File: config.mk
export PLATFORM = sky130hd
export DESIGN_NAME = udp_rx_port_filter
export DESIGN_NICKNAME = d
export VERILOG_FILES = /design/src/rtl/udp_rx_port_filter.sv
export SDC_FILE = /design/constraint.sdc
export NUM_CORES = 1
export LEC_CHECK = 0
export BUFFER_PORTS_ARGS = -buffer_cell sky130_fd_sc_hd__buf_2
export CORE_MARGIN = 2
export CORE_UTILIZATION = 48
export CTS_CLUSTER_DIAMETER = 80
export DETAILED_ROUTE_END_ITERATION = 12
export PLACE_DENSITY = 0.81
export REMOVE_ABC_BUFFERS = 1
export SKIP_LAST_GASP = 1
export SLEW_MARGIN = 10
export SYNTH_ARGS = -nofsm -noshare
export SYNTH_HDL_FRONTEND = slang
export SYNTH_SLANG_ARGS = --single-unit
File: constraint.sdc
create_clock -name clk -period 4.1 [get_ports clk]
set_input_delay 0 -clock clk [delete_from_list [all_inputs] [get_ports clk]]
set_output_delay 0 -clock clk [all_outputs]
set_load 0.05 [all_outputs]
File: src/rtl/udp_rx_port_filter.sv
// rtl/udp_rx_port_filter.sv - UDP receive filter: forwards datagrams for LOCAL_PORT, drops the rest
module udp_rx_port_filter #(
    parameter logic [15:0] LOCAL_PORT = 16'd1234,
    parameter logic [15:0] MIN_LENGTH = 16'd8
) (
    input  logic        clk,
    input  logic        rst,
    input  logic        s_hdr_valid,
    output logic        s_hdr_ready,
    input  logic [31:0] s_hdr_ip_source_ip,
    input  logic [15:0] s_hdr_source_port,
    input  logic [15:0] s_hdr_dest_port,
    input  logic [15:0] s_hdr_length,
    output logic        m_hdr_valid,
    input  logic        m_hdr_ready,
    output logic [31:0] m_hdr_ip_source_ip,
    output logic [15:0] m_hdr_source_port,
    output logic [15:0] m_hdr_length,
    input  logic [7:0]  s_payload_tdata,
    input  logic        s_payload_tvalid,
    output logic        s_payload_tready,
    input  logic        s_payload_tlast,
    output logic [7:0]  m_payload_tdata,
    output logic        m_payload_tvalid,
    input  logic        m_payload_tready,
    output logic        m_payload_tlast,
    output logic [15:0] drop_count
);

    typedef enum logic [1:0] {IDLE, HDR_OUT, PASS, DROP} state_t;

    state_t state;
    logic   hdr_fire;
    logic   hdr_match;
    logic   in_pass;
    logic   in_drop;
    logic   beat_fire;

    // Gating with rst keeps a handshake from slipping through in the reset cycle.
    assign in_pass = (state == PASS) && !rst;
    assign in_drop = (state == DROP) && !rst;

    assign s_hdr_ready = (state == IDLE) && !rst;
    assign hdr_fire    = s_hdr_valid && s_hdr_ready;
    assign hdr_match   = (s_hdr_dest_port == LOCAL_PORT) && (s_hdr_length >= MIN_LENGTH);

    assign m_payload_tdata  = s_payload_tdata;
    assign m_payload_tlast  = s_payload_tlast;
    assign m_payload_tvalid = in_pass && s_payload_tvalid;
    assign s_payload_tready = in_pass ? m_payload_tready : in_drop;
    assign beat_fire        = s_payload_tvalid && s_payload_tready;

    always_ff @(posedge clk) begin
        if (rst) begin
            state              <= IDLE;
            m_hdr_valid        <= 1'b0;
            m_hdr_ip_source_ip <= 32'd0;
            m_hdr_source_port  <= 16'd0;
            m_hdr_length       <= 16'd0;
            drop_count         <= 16'd0;
        end else begin
            case (state)
                IDLE: begin
                    if (hdr_fire) begin
                        m_hdr_ip_source_ip <= s_hdr_ip_source_ip;
                        m_hdr_source_port  <= s_hdr_source_port;
                        m_hdr_length       <= s_hdr_length;
                        if (hdr_match) begin
                            state       <= HDR_OUT;
                            m_hdr_valid <= 1'b1;
                        end else begin
                            state      <= DROP;
                            drop_count <= drop_count + 16'd1;
                        end
                    end
                end
                HDR_OUT: begin
                    if (m_hdr_ready) begin
                        state       <= PASS;
                        m_hdr_valid <= 1'b0;
                    end
                end
                PASS: begin
                    if (beat_fire && s_payload_tlast) state <= IDLE;
                end
                DROP: begin
                    if (beat_fire && s_payload_tlast) state <= IDLE;
                end
                default: state <= IDLE;
            endcase
        end
    end

endmodule

# Yosys cells after proc, flatten, opt, wreduce, memory -nomap -nowiden
# Index checks and enable logic that the tools add are counted.
# word_totals
elab_cells	43
out_inout_bits	93
regBits	83
in_bits	95
# classes
n_lt_le_gt_ge	1
bitwise_logic	1
n_eq_ne	8
n_addsub	1
muxes	10
n_reduce_logical	16
# op_table
op	count
$add A16 B1 Y16 const B	1
$eq A16 B11 Y1 const B	1
$ge A16 B4 Y1 const B	1
$logic_and A1 B1 Y1	8
$mux W2	4
$ne A2 B2 Y1 const B	3
$pmux W2 S3	1
$reduce_and A3 Y1	2
$eq A2 B2 Y1 const B	2
$mux W1	4
$reduce_and A4 Y1	1
$eq A2 B1 Y1 const B	1
$logic_not A2 Y1	1
$ne A2 B1 Y1 const B	1
$pmux W1 S2	1
$reduce_and A2 Y1	1
$reduce_bool A2 Y1	1
$reduce_or A2 Y1	1
$logic_not A1 Y1	1
$not A1 Y1	1

# Depth between registers and ports, before layout
# logic_depth
word_depth	7
depth_mapped	7
mapped_depth_nobuf	5

# Least setup slack after synthesis
# Ideal clock, no wire load.
# synth_timing
path_kind	reg2reg
startpoint	register drop_count[2]
endpoint	register drop_count[14]
setup_ns	0.128
setup_slack_ns	2.229
period_less_slack_ns	1.871
stages_incl_launch_ff	6
arrival_ns	1.744
path_cell_list	dfxtp_1 and4_1 nand4_1 a2111oi_2 xnor2_1 nor2_1
# synth_between
elab_chain_cells	1
# synth_rtl
element	line_no	text
from (decl)	27	output logic [15:0] drop_count
from (signal assigned)	73	drop_count <= drop_count + 16'd1;
$add A16 B1 Y16	73	
# No other way between the ends.
# A chain may end at the register's enable or synchronous reset.

# Worst setup path after layout
# layout_timing
startpoint	input s_hdr_length[9]
endpoint	register drop_count[8]
# layout_between
elab_chain_cells	4
# layout_rtl
element	line_no	text
from (decl)	13	input logic [15:0] s_hdr_length,
$ge A16 B4 Y1	45	assign hdr_match = (s_hdr_dest_port == LOCAL_PORT) && (s_hdr_length >= MIN_LENGTH);
$logic_and A1 B1 Y1	45	
$not A1 Y1 (no source line)	-	
$reduce_and A3 Y1 (no source line)	-	
# No other way between the ends.

==> load_flow_metrics.sql <==
INSERT INTO impl_metrics (metric_group, metric, value, unit) VALUES
('hold_path', 'hold_path_startpoint', 's_payload_tdata[0]', ''),
('grt', 'grt_max_degree', '89', ''),
('floorplan', 'die-area', '7950', 'sq um'),
('synth', 'synth_top_cells_by_count', 'dfxtp_1, nand2_1, nand2b_1', ''),
('clocking', 'cts-root-buf', 'clkbuf_8', ''),
('synth', 'cell_type_with_the_highest_aggregate_area_in_the_netlist', 'dfxtp_1', ''),
('grt', 'global_route_wire_length_before_repair', '14600', 'um'),
('sta', 'tightestPinTransition', '881', 'ps'),
('synth', 'synth.cell_area', '3480', 'sq um'),
('sta', 'timing.final.setup_violations', '0', ''),
('sta', 'fin_worst_hold_slack', '0.354', 'ps'),
('synth', 'yosysWarnings', '0', ''),
('clocking', 'cts_tree', 'done', ''),
('cells_and_area', 'post_route_cells_drive_above_1_share', '0.319', ''),
('routing', 'drt_first_pass_iters', '4', ''),
('floorplan', 'floorplan.initialDensity', '0.488', ''),
('synth', 'synth_edf_count', '0', ''),
('critical_path', 'setup.worst_path.end_class', 'flip-flop', ''),
('grt', 'antenna_violations_before_repair', '0', ''),
('cells_and_area', 'final_net_count', '716', ''),
('synth', 'main_combinational_cell_family_by_area_after_synthesis', 'simple AND/OR/NAND/NOR gates', ''),
('synth', 'netlist_instances', '408', ''),
('synth', 'post_synth_mux_area_share', '0.0183', ''),
('critical_path', 'cp.arrival', '2450', 'ps'),
('placement', 'dp.cells', '644', ''),
('synth', 'synth-compound-area-share', '0.135', ''),
('run_status', 'outcome', 'complete, no violations', ''),
('grt', 'grt_pass1_vias', '3320', ''),
('clocking', 'post_cts_resize_count', '0', ''),
('sta', 'final_critical_path_required_period', '2250', 'ps'),
('synth', 'synth_top_area_frac', '0.477', ''),
('floorplan', 'placementRows', '31', ''),
('flow_run', 'drv.max_cap_violation_count', '0', ''),
('grt', 'grt_overflow', '0', ''),
('sta', 'max_clock_freq', '0.445', 'GHz'),
('clocking', 'maximum_clock_path_buffer_count', '2', ''),
('synth', 'synth_fa_ha_area_frac', '0.00359', ''),
('pwr', 'peakVddDrop', '0.254', 'mV'),
('floorplan', 'height_of_the_chip', '89.2', 'um'),
('synth', 'yosys.area_share.xor_xnor', '0.0252', ''),
('sta', 'unrepaired_setup_endpoints_after_global_routing', 'false', ''),
('routing', 'drt_iter0_markers', '97', ''),
('routing', 'vias', '3497', ''),
('clocking', 'cts.sinks', '83', ''),
('clocking', 'clk_latency', '340', 'ps'),
('sta', 'relSlewSlack', '0.408', ''),
('routing', 'post_drt_via_cell_ratio', '4.84', ''),
('sta', 'final_max_slew_viol_count', '0', ''),
('critical_path', 'crit_buf_inv', '2', ''),
('critical_path', 'crit_path_max_fo', '13', ''),
('floorplan', 'floorplan.die.width', '89.2', 'um'),
('synth', 'synth.most_common_cell', 'dfxtp_1', ''),
('floorplan', 'core-area', '7140', 'sq um'),
('synth', 'yosys.area_share.simple', '0.285', ''),
('sta', 'worst_skew', '12.0', 'ps'),
('clocking', 'number_of_buffers_created_by_cts', '9', ''),
('cells_and_area', 'regArea', '1660', 'sq um'),
('critical_path', 'timing.critical_path.required', '4300', 'ps'),
('routing', 'postRouteWirelength', '9620', 'um'),
('synth', 'synth-seq-area-share', '0.477', ''),
('sta', 'min_period_over_period', '0.548', ''),
('synth', 'synth_area_per_cell', '8.53', 'sq um'),
('placement', 'port_buffers', '171', ''),
('synth', 'number_of_flip_flops_and_latches_in_the_synthesized_netlist', '83', ''),
('synth', 'yosysUniqueCellTypes', '35', ''),
('placement', 'place_congestion', '0.765', ''),
('routing', 'drc_errors_left', '0', ''),
('clocking', 'clkTransAtPathRegs', '80', 'ps'),
('cells_and_area', 'multiInputGateArea', '1630', 'sq um'),
('cells_and_area', 'antenna_cells', '0', ''),
('critical_path', 'path_cells', 'dlygate4sd3_1 -> buf_2 -> nor4_1 -> nand4_1 -> a2111oi_2 -> xnor2_1 -> nor2_1', '');
registers in the layout, summed over array words and instances (netlist names):
register / flops
m_hdr_valid: 1
m_hdr_ip_source_ip: 32
state: 2
drop_count: 16
m_hdr_source_port: 16
m_hdr_length: 16
final timing paths:
kind / end / slack [ps] / cells after the start
setup / recovery: drop_count[8] / 1850 / 7
hold / removal: m_payload_tdata[0] / 0.4 / 0
setup reg to reg: drop_count[14] / 2070 / 5
hold reg to reg: m_hdr_ip_source_ip[11] / 470 / 2
cell usage in the layout, fill, tap and decap left out:
cell type	netlist	final
buf_2	3	171
dfxtp_1	83	83
nand2_1	73	73
nand2b_1	67	67
o21ai_0	66	66
dlygate4sd3_1	0	64
nor2_1	17	17
xnor2_1	10	10
clkbuf_8	0	9
nand3_1	6	6
a2111oi_2	6	6
nor3_1	4	4
nor2b_1	3	3
a21oi_1	3	3
mux2_1	3	3
mux2i_1	3	3
inv_1	3	3
a211oi_1	3	3
buf_4	9	3
or4_1	2	2
nor4_1	2	2
nand4_1	2	2
a31oi_1	2	2
and4_1	2	2
and3_1	2	2
bufinv_16	0	2
clkinv_2	0	2
nor3b_1	1	1
nor4b_4	1	1
nand4bb_1	1	1
nand4b_1	1	1
nor4_4	1	1
nand2_2	1	1
or2_2	1	1
nand3_2	1	1
ha_1	1	1
clkbuf_1	19	1
clkinv_4	0	1
worst reg2reg max path: stages, from the launching register on:
cell	delay (ps)
dfxtp_1	390
nor4b_4	570
nand4_1	280
a2111oi_2	430
xnor2_1	170
nor2_1	50
where the power goes:
part           internal (uW)  switching [uW]
sequential               876            43.1
clock                    339             278
combinational            165             373
metrics by stage:
| stage | utilization | setup TNS, ps | setup slack (ps) |
|---|---|---|---|
| after floorplan | - | -3780 | -503 |
| after global placement | 0.603 | 0 | 1910 |
| after detailed placement | 0.603 | 0 | 1850 |
| after CTS | 0.721 | 0 | 1840 |
| after global routing | 0.721 | 0 | 1610 |
| final | 0.721 | 0 | 1850 |
cells by family after synthesis:
logic type               Yosys count
adder cells (fa/ha/maj)            1
XOR/XNOR                          10
multiplexers                       6
buffers and inverters             40
AO/OA/AOI/OAI                     80
AND/OR/NAND/NOR                  188
flip-flops                        83
layout make-up:
type                            count  area share
Sequential cell                    83       0.323
Multi-Input combinational cell    285       0.316
Timing Repair Buffer              238       0.295
Clock buffer                       10      0.0248
Tap cell                           99      0.0241
Clock inverter                      5      0.0153
Inverter                            3     0.00219
per-layer routing:
metal  track usage  wire [um]  vias to the layer above
met5             0          0                        -
met4         0.121        317                        0
met3        0.0517        567                       29
met2         0.411       4860                      135
met1         0.256       3870                     1574
li1              -          -                     1759
timing repair:
action	in CTS	in global routing
hold endpoints to repair	64	0
setup buffers	0	0
hold buffers	64	0
Note: power is estimated with default switching activity, not from simulation.
